==> src/rtl/parity_pkg.sv <==
// Shared types and helpers for the streaming parity frame generator.
// Holds the FSM state type, parity mode constants and the word parity helper.
package parity_pkg;

  typedef enum logic {
    IDLE  = 1'b0,
    FRAME = 1'b1
  } par_state_t;

  localparam logic EVEN = 1'b0;
  localparam logic ODD  = 1'b1;

  // data is the XOR-reduced word; mode flips even to odd parity
  function automatic logic word_parity(
    input logic data,
    input logic mode
  );
    return data ^ mode;
  endfunction

endpackage

==> src/rtl/parity_frame_gen_tree.sv <==
// XOR reduction of a DATA_W-bit word, purely combinational.
// Ports: data (DATA_W in), par (1 out, 1 when an odd number of bits set).
module parity_tree #(
  parameter int DATA_W = 8
) (
  input  logic [DATA_W-1:0] data,
  output logic              par
);

  assign par = ^data;

endmodule

==> src/rtl/parity_frame_gen.sv <==
// Streaming parity generator: per-word parity plus running frame parity.
// Ports: clk, rst_n, odd_mode, in_* stream, out_* stream, frame_cnt.
// Optional PARITY_CHECK_EN adds chk_par input and err_sticky output.
module parity_frame_gen
  import parity_pkg::*;
#(
  parameter int DATA_W  = 8,
  parameter int MAX_LEN = 16,
  parameter int CNT_W   = 8
) (
  input  logic              clk,
  input  logic              rst_n,
  input  logic              odd_mode,
  input  logic              in_valid,
  output logic              in_ready,
  input  logic [DATA_W-1:0] in_data,
  input  logic              in_last,
  output logic              out_valid,
  input  logic              out_ready,
  output logic [DATA_W-1:0] out_data,
  output logic              out_wpar,
  output logic              out_last,
  output logic              out_fpar,
  output logic              out_trunc,
  output logic [CNT_W-1:0]  frame_cnt
`ifdef PARITY_CHECK_EN
  ,
  input  logic              chk_par,
  output logic              err_sticky
`endif
);

  localparam int LEN_W = $clog2(MAX_LEN + 1);

  par_state_t       state, state_n;
  logic             mode, mode_eff;
  logic             acc, acc_n;
  logic [LEN_W-1:0] cnt, cnt_n;
  logic             tree_par;
  logic             wpar;
  logic             last_n, trunc_n;
  logic             accept;

  parity_tree #(.DATA_W(DATA_W)) u_tree (
    .data (in_data),
    .par  (tree_par)
  );

  assign in_ready = !out_valid || out_ready;
  assign accept   = in_valid && in_ready;

  // mode is only sampled on the first word of a frame
  assign mode_eff = (state == IDLE) ? odd_mode : mode;
  assign wpar     = word_parity(tree_par, mode_eff);

  always_comb begin
    state_n = state;
    acc_n   = acc;
    cnt_n   = cnt;
    last_n  = 1'b0;
    trunc_n = 1'b0;
    case (state)
      IDLE: begin
        acc_n   = tree_par;
        cnt_n   = LEN_W'(1);
        last_n  = in_last;
        state_n = in_last ? IDLE : FRAME;
      end
      default: begin
        acc_n   = acc ^ tree_par;
        cnt_n   = cnt + LEN_W'(1);
        trunc_n = !in_last && (cnt_n == LEN_W'(MAX_LEN));
        last_n  = in_last || trunc_n;
        state_n = last_n ? IDLE : FRAME;
      end
    endcase
  end

  always_ff @(posedge clk or negedge rst_n) begin
    if (!rst_n) begin
      state <= IDLE;
      mode  <= EVEN;
      acc   <= 1'b0;
      cnt   <= '0;
    end else if (accept) begin
      state <= state_n;
      mode  <= mode_eff;
      acc   <= acc_n;
      cnt   <= cnt_n;
    end
  end

  always_ff @(posedge clk or negedge rst_n) begin
    if (!rst_n) begin
      out_valid <= 1'b0;
      out_data  <= '0;
      out_wpar  <= 1'b0;
      out_last  <= 1'b0;
      out_fpar  <= 1'b0;
      out_trunc <= 1'b0;
    end else if (accept) begin
      out_valid <= 1'b1;
      out_data  <= in_data;
      out_wpar  <= wpar;
      out_last  <= last_n;
      out_fpar  <= word_parity(acc_n, mode_eff);
      out_trunc <= trunc_n;
    end else if (out_ready) begin
      out_valid <= 1'b0;
    end
  end

  always_ff @(posedge clk or negedge rst_n) begin
    if (!rst_n) begin
      frame_cnt <= '0;
    end else if (out_valid && out_ready && out_last) begin
      frame_cnt <= frame_cnt + CNT_W'(1);
    end
  end

`ifdef PARITY_CHECK_EN
  always_ff @(posedge clk or negedge rst_n) begin
    if (!rst_n) begin
      err_sticky <= 1'b0;
    end else if (accept && (chk_par != wpar)) begin
      err_sticky <= 1'b1;
    end
  end
`endif

endmodule

==> config.mk <==
export PLATFORM = sky130hd
export DESIGN_NAME = parity_frame_gen
export DESIGN_NICKNAME = d
export VERILOG_FILES = /design/src/rtl/parity_pkg.sv /design/src/rtl/parity_frame_gen_tree.sv /design/src/rtl/parity_frame_gen.sv
export SDC_FILE = /design/constraint.sdc
export NUM_CORES = 1
export LEC_CHECK = 0
export BUFFER_PORTS_ARGS = -buffer_cell sky130_fd_sc_hd__buf_2
export CAP_MARGIN = 40
export CORE_MARGIN = 1.5
export CORE_UTILIZATION = 45
export DETAILED_ROUTE_END_ITERATION = 6
export PLACE_DENSITY = 0.71
export SLEW_MARGIN = 20
export SYNTH_ARGS = -nofsm -noshare
export SYNTH_HDL_FRONTEND = slang
export SYNTH_SLANG_ARGS = --single-unit
==> constraint.sdc <==
create_clock -name clk -period 3.1 [get_ports clk]
set_input_delay 0.62 -clock clk [delete_from_list [all_inputs] [get_ports clk]]
set_output_delay 0.62 -clock clk [all_outputs]
set_load 0.05 [all_outputs]
==> results.toml, run 1 <==
[sta]
skew_ns = 0.00543
setup_slack_ns = 1.36
slew_headroom = 0.580
period_minus_slack_ns = 1.74
slew_viol_final = 0
setup_tns_ns = 0
hold_violations = 0
fin_crit_sh = 0.562
setup_violations = 0
max_freq_ghz = 0.574
tightest_slew_ns = 0.631
rsz0062_at_grt = "false"

[clock_network]
clkSinkCount = 29
clk_path_buf_depth = 2
clkTransAtPathRegs_ns = 0.09
clk_latency_ns = 0.32
cts_made_buffers = 5
ctsHoldBuffers = 0
htreeDepth = 2
root_buffer = "clkbuf_4"
tritoncts = "yes"
cts_resized = 0
post_cts_buffers = 0

[yosys]
ys_warn_count = 0
synth_flop_cell = "dfrtp_1"
synth_edf_count = 0
synth_area_um2 = 1330
ys_seq_area_frac = 0.546
ys_types = 26
synth_nets = 147
async_flop_share = 1.00
syn-mean-instance-area_um2 = 10.1
synthCells = 131
ys_seq_elements = 29

[critical_path]
arrival_ns = 1.12
path_buf_inv = 2
crit_path_frequent_cell = "buf_2"
cpLargestDelayFamily = "buffers and inverters"
crit_chain = "buf_2 -> nand2b_1 -> buf_2"
r2r_slack_ns = 1.44
critPathMaxFanout = 4
max_stage_delay_ns = 0.28
slowest_stage = "buf_2"
start_kind = "input port"
endpoint_kind = "output port"
timing.setup.critical_path_class = "in -> out"
worstPathRequired_ns = 2.48

[layout]
final_cells = 200
area_delta_synth_final_pct = 20.2
diodes = 0
layout-drive-gt1-share = 0.278
fin_nets = 184
stdcell_area_um2 = 1600

[detailed_routing]
first_pass_iters = 4
ant_nets = 0
wl_per_cell_um = 12.8
drc_errors = 0
vias = 1056
routed_wl_mm = 2.56
vias_per_cell = 5.28
first_iter_violations = 31

[placed_design]
post-place-ws_ns = 1.16
placed_cell_area_um2 = 1530
hpwl_mm = 1.83
gp_congestion = 0.712
dp.cells = 192
port-buffer-count = 35

[power_and_ir_drop]
leakage_nw = 0.821
ir_drop_uv = 540
power.density_nw_per_um2 = 827

[die]
ios = 36
die_h_um = 57.3
rows = 19
start_util = 0.478
die_area_um2 = 3290
core_area_um2 = 2780
die-width_um = 57.3

[global_route]
grt_max_degree = 30
antenna_found_initial = 0
grt_pass1_vias = 920
grt_pass1_wl_mm = 4.36
grt_usage = 0.176
grt-ovfl-total = 0

[job]
maxCapViolCount = 0

[hold_path]
hp-class = "in -> async"

[run_status]
status = "completed"
-- power by group --
part	switching [mW]	internal (mW)
clock	0.127	0.131
combinational	0.343	0.153
sequential	0.0947	0.472
-- synth_stat cells (all sizes together) (2+ instances only) --
cell type   n  area share
nor2        3      0.0085
mux2i       3       0.023
ha          2       0.019
nand2      38        0.11
xnor2      11       0.073
nand3      11       0.041
and3        2      0.0094
a22o        2       0.013
a21oi       3       0.011
nand2b      2      0.0094
xor2        4       0.026
o21ai       2      0.0075
clkbuf      6       0.017
dfrtp      29        0.55
nand4       2      0.0094
or4b        2       0.015
-- per-stage QoR --
step | util | power [mW] | hold WS, ns
after global routing | 0.574 | 1.40 | 0.344
final | 0.574 | 1.32 | 0.311
after global placement | 0.549 | 1.06 | 0.456
after CTS | 0.574 | 1.33 | 0.321
after floorplan | - | 0.947 | 0.324
after detailed placement | 0.549 | 1.07 | 0.464
-- layout make-up --
cell class	instances	area [µm²]
clock buffers	7	65.1
well taps	31	38.8
flip-flops and latches	29	726
fillers	258	1180
clock inverters	1	5.00
repair buffers	36	183
multi-input cells	96	581
-- cell families after synthesis --
kind of cell | share of synthesized area
and+or+nand+nor | 0.228
DFF | 0.546
xor gates and xnor gates | 0.116
AOI/OAI and AO/OA | 0.0433
buffers and inverters | 0.0169
muxes | 0.0311
adders and majority gates | 0.0188
-- state kept, by name (all words and copies together) (netlist names) --
signal     count
out_fpar       1
out_valid      1
mode           1
acc            1
out_wpar       1
out_trunc      1
state          1
out_data       8
cnt            5
out_last       1
frame_cnt      8
-- placed cells by master, fill, tap and decap left out, types with 2 or more instances in the layout --
| master | instances |
|---|---|
| mux2i_1 | 3 |
| nand2b_1 | 2 |
| xnor2_1 | 11 |
| a22o_1 | 2 |
| buf_2 | 35 |
| nand2_1 | 38 |
| ha_1 | 2 |
| nand4_1 | 2 |
| dfrtp_1 | 29 |
| nand3_1 | 11 |
| or4b_2 | 2 |
| nor2_1 | 3 |
| clkbuf_8 | 2 |
| a21oi_1 | 3 |
| clkbuf_4 | 5 |
| xor2_1 | 4 |
| and3_1 | 2 |
-- final timing paths --
check                             startpoint            to  cells after the start
max in group asynchronous              rst_n        cnt[1]                      1
worst max register to register         state      out_fpar                      4
worst min-delay path                   rst_n     out_valid                      1
worst max-delay path               out_ready      in_ready                      3
worst min register to register  frame_cnt[7]  frame_cnt[7]                      1
min in group clk                frame_cnt[7]  frame_cnt[7]                      1
-- per-layer routing --
layer | wire length (µm) | vias up | GRT usage
li1 | - | 513 | -
met1 | 1180 | 498 | 0.243
met2 | 1190 | 39 | 0.253
met3 | 152 | 6 | 0.0476
met4 | 38 | 0 | 0.0897
met5 | 0 | - | 0
-- worst reg2reg max path: cells and delay by family, from the launching register on --
family                    cells  cell delay [ns]
DFF                           1             0.57
AOI/OAI and AO/OA             1             0.07
xor gates and xnor gates      2             0.61
muxes                         1             0.29
No activity file was read; power rests on OpenSTA's default activity.
==> inputs of run 2 (changes only) <==
--- a/config.mk
+++ b/config.mk
@@ -10,7 +10,7 @@
 export CORE_MARGIN = 1.5
 export CORE_UTILIZATION = 45
 export DETAILED_ROUTE_END_ITERATION = 6
-export PLACE_DENSITY = 0.71
+export PLACE_DENSITY = 0.74
 export SLEW_MARGIN = 20
 export SYNTH_ARGS = -nofsm -noshare
 export SYNTH_HDL_FRONTEND = slang
==> constraint.sdc (replaced) <==
create_clock -name clk -period 1.6 [get_ports clk]
set_input_delay 0.32 -clock clk [delete_from_list [all_inputs] [get_ports clk]]
set_output_delay 0.32 -clock clk [all_outputs]
set_load 0.05 [all_outputs]
==> results.toml, run 2 (synthesized netlist as in run 1, its figures left out) <==
[die]
rows = 19
die_h_um = 57.3
ios = 36
start_util = 0.478
die-width_um = 57.3
core_area_um2 = 2780
die_area_um2 = 3290

[sta]
fin_hold_ws_ns = -0.00572
slew_headroom = 0.585
rsz0062_at_grt = "false"
hold_violations = 12
slew_viol_final = 0
period_minus_slack_ns = 1.46
tightest_slew_ns = 0.623
max_freq_ghz = 0.686
skew_ns = 0.00626
setup_violations = 0
fin_crit_sh = 0.911

[clock_network]
clkTransAtPathRegs_ns = 0.09
cts_resized = 0
cts_made_buffers = 5
clk_latency_ns = 0.33
root_buffer = "clkbuf_4"
post_cts_buffers = 0
clkSinkCount = 29
ctsHoldBuffers = 0
clk_path_buf_depth = 2
tritoncts = "yes"
htreeDepth = 2

[placed_design]
port-buffer-count = 35
gp_congestion = 0.766
hpwl_mm = 2.06
placed_cell_area_um2 = 1580

[critical_path]
critPathMaxFanout = 4
start_kind = "register"
arrival_ns = 1.73
worstPathRequired_ns = 1.87
timing.setup.critical_path_class = "reg -> reg"
endpoint_kind = "register"

[hold_path]
hp-class = "in -> async"

[layout]
diodes = 0
top_regs = "frame_cnt (8), out_data (8), cnt (5)"
stdcell_area_um2 = 1650
layout_commonest_cell = "nand2_1"
fillCellCount = 260
mostFrequentLayoutCells = "nand2_1, buf_2, dfrtp_1"
layout-drive-gt1-share = 0.322
area_delta_synth_final_pct = 24.4
fin_nets = 189

[power_and_ir_drop]
ir_drop_uv = 1160
leakage_nw = 0.853
power.density_nw_per_um2 = 1580

[detailed_routing]
first_iter_violations = 11
routed_wl_mm = 2.66
first_pass_iters = 4
vias = 1091
drc_errors = 0
ant_nets = 0
wl_per_cell_um = 13.0
vias_per_cell = 5.32

[global_route]
grt_pass1_vias = 1040
grt_usage = 0.185
grt-ovfl-total = 0
grt_max_degree = 30
antenna_found_initial = 0
grt_pass1_wl_mm = 4.55

[run_status]
status = "complete, but fails checks"
violations = "negative hold slack"

[job]
maxCapViolCount = 0
==> run 2: cell count changes in the layout (fill, tap and decap cells not counted) <==
cell,before,now
buf_4,1,6
dfrtp_1,29,27
dfrtp_2,0,2
nand2_1,38,37
nand2_4,0,1
nand2b_1,2,1
nand2b_4,0,1
==> run 2: area by class of cell <==
cell class,instances,area [µm²],area share
sequential,29,728,0.441
multi-input combinational,96,596,0.360
timing repair buffer,41,220,0.133
clock buffer,7,65.1,0.0394
tap,31,38.8,0.0235
clock inverter,1,5.00,0.00303
==> run 2: worst paths after layout <==
kind | slack, ns | end | cells after the start | startpoint
min | -0.006 | out_trunc | 1 | rst_n
min in group clk | 0.21 | out_data[3] | 3 | in_data[3]
max | 0.14 | cnt[4] | 4 | cnt[0]
max in group asynchronous | 1.17 | out_valid | 1 | rst_n
min reg2reg | 0.47 | frame_cnt[7] | 1 | frame_cnt[7]
max reg2reg | 0.14 | cnt[4] | 4 | cnt[0]
==> run 2: power breakdown <==
part           switching [mW]  internal, mW
sequential              0.167         0.915
clock                   0.255         0.254
combinational           0.696         0.324
==> run 2: metal layers <==
metal  GRT usage  vias to the layer above  part of all wire
met2       0.295                       32              0.49
met4      0.0797                        0             0.019
met5           0                        -                 0
met1       0.219                      529              0.43
li1            -                      524                 -
met3      0.0748                        6             0.058
==> run 2: critical path, cell delays in order, from the launching register on <==
cell and delay, ns:
dfrtp_1 0.36, ha_1 0.21, nand3_1 0.11, or4b_2 0.62, nand3_1 0.10
==> run 2: metrics by stage <==
step / util / instances / total power [mW] / setup slack (ns) / setup TNS, ns
2_1_floorplan: - / 131 / 1.84 / 0.00464 / 0
3_3_place_gp: 0.569 / 197 / 2.08 / 0.0336 / 0
3_5_place_dp: 0.569 / 197 / 2.13 / -0.0392 / -0.0392
4_1_cts: 0.594 / 205 / 2.64 / 0.138 / 0
5_1_grt: 0.594 / 205 / 2.78 / 0.0695 / 0
6_report: 0.594 / 205 / 2.61 / 0.143 / 0
==> inputs of run 3 (changes only) <==
--- a/config.mk
+++ b/config.mk
@@ -5,12 +5,12 @@
 export SDC_FILE = /design/constraint.sdc
 export NUM_CORES = 1
 export LEC_CHECK = 0
-export BUFFER_PORTS_ARGS = -buffer_cell sky130_fd_sc_hd__buf_2
 export CAP_MARGIN = 40
 export CORE_MARGIN = 1.5
 export CORE_UTILIZATION = 45
 export DETAILED_ROUTE_END_ITERATION = 6
-export PLACE_DENSITY = 0.74
+export DONT_BUFFER_PORTS = 1
+export PLACE_DENSITY = 0.63
 export SLEW_MARGIN = 20
 export SYNTH_ARGS = -nofsm -noshare
 export SYNTH_HDL_FRONTEND = slang
==> results.toml, run 3 (synthesized netlist as in run 1, its figures left out) <==
[critical_path]
rr_worst_depth = 4
critPathMaxFanout = 5
crit_path_frequent_cell = "nand3_1"
worstPathRequired_ns = 1.87
slowest_stage = "or4b_2"
start_kind = "register"
max_stage_delay_ns = 0.61
timing.setup.critical_path_class = "reg -> reg"
crit_chain = "ha_2 -> nand3_1 -> or4b_2 -> nand3_1"
arrival_ns = 1.77
endpoint_kind = "register"

[clock_network]
clk_path_buf_depth = 2
clkSinkCount = 29
cts_made_buffers = 5
clk_latency_ns = 0.33
tritoncts = "yes"
htreeDepth = 2
root_buffer = "clkbuf_4"
post_cts_buffers = 0
clkTransAtPathRegs_ns = 0.09

[detailed_routing]
drc_errors = 0
first_pass_iters = 6
vias = 987
wl_per_cell_um = 14.1
first_iter_violations = 47
vias_per_cell = 5.48
ant_nets = 0
routed_wl_mm = 2.54

[power_and_ir_drop]
leakage_nw = 0.746
ir_drop_uv = 1320
power.density_nw_per_um2 = 1610

[sta]
period_minus_slack_ns = 1.51
rsz0062_at_grt = "false"
max_freq_ghz = 0.664
setup_violations = 0
skew_ns = 0.00695
setup_tns_ns = 0
setup_slack_ns = 0.0937
tightest_slew_ns = 0.523
slew_headroom = 0.651
slew_viol_final = 0
fin_crit_sh = 0.941
hold_violations = 0

[global_route]
grt_usage = 0.177
grt_pass1_wl_mm = 4.36
antenna_found_initial = 0
grt_pass1_vias = 983
grt_max_degree = 30
grt-ovfl-total = 0

[layout]
layout-drive-gt1-share = 0.201
final_core_util = 0.558
mostFrequentLayoutCells = "nand2_1, dfrtp_1, buf_4"
area_delta_synth_final_pct = 16.8
fin_nets = 164
top_regs = "frame_cnt (8), out_data (8), cnt (5)"
layout_commonest_cell = "nand2_1"
diodes = 0

[placed_design]
hpwl_mm = 1.83
gp_congestion = 0.772
port-buffer-count = 0
post-place-ws_ns = 0.0988

[die]
rows = 19
die_area_um2 = 3290
start_util = 0.478
die-width_um = 57.3
die_h_um = 57.3
ios = 36
core_area_um2 = 2780

[hold_path]
hp-class = "in -> reg"
whs_path_depth = 2

[job]
maxCapViolCount = 0

[run_status]
status = "completed"
==> run 3: cell count changes in the layout (fill, tap and decap cells not counted) <==
cell,before,now
clkinv_2,1,2
clkbuf_8,2,0
ha_2,0,1
ha_1,2,1
clkbuf_1,0,1
buf_4,6,14
buf_12,0,1
buf_2,35,0
dlygate4sd3_1,0,1
==> run 3: stage by stage <==
| stage | hold WS [ns] | power [mW] | cell area [µm²] | cells |
|---|---|---|---|---|
| after global routing | 0.0901 | 2.64 | 1550 | 180 |
| after detailed placement | 0.0252 | 2.07 | 1470 | 170 |
| after global placement | 0.0252 | 2.04 | 1470 | 170 |
| after floorplan | 0.0244 | 1.84 | 1350 | 131 |
| after CTS | 0.0797 | 2.52 | 1550 | 180 |
| final | 0.0898 | 2.49 | 1550 | 180 |
==> run 3: area by class of cell <==
cell class	instances	area [µm²]
multi-input cells	96	598
repair buffers	16	135
flip-flops and latches	29	728
clock buffers	6	41.3
well taps	31	38.8
fillers	248	1230
clock inverters	2	10.0
==> run 3: where the power goes <==
part	total [mW]	switching (mW)	internal (mW)	leakage, nW
logic	0.820	0.500	0.320	0.355
registers	1.26	0.344	0.912	0.359
clock network	0.417	0.250	0.167	0.0320
==> run 3: final timing paths <==
| path | start | to | slack (ns) |
|---|---|---|---|
| worst max-delay path | cnt[1] | cnt[4] | 0.09 |
| worst min-delay path | in_data[0] | out_data[0] | 0.09 |
| min in group asynchronous | rst_n | acc | 0.43 |
| worst max register to register | cnt[1] | cnt[4] | 0.09 |
| max in group asynchronous | rst_n | out_valid | 1.01 |
| worst min register to register | frame_cnt[2] | frame_cnt[2] | 0.49 |
==> run 3: timing repair <==
item / CTS / global route
gates resized for setup: 0 / 1
hold endpoints to repair: 29 / 0
endpoints found under the setup margin: 0 / 1
hold buffers: 2 / 0
==> run 3: worst max-delay path, delay by kind of cell (launching register included) <==
family | cells | cell delay, ns
adder cells (fa/ha/maj) | 1 | 0.23
flip-flops | 1 | 0.41
AND/OR/NAND/NOR | 3 | 0.80
==> run 3: metal layers <==
metal,wire length [µm],global-route usage
met5,0,0
met4,82,0.0930
met3,208,0.0726
met2,1180,0.289
met1,1070,0.197
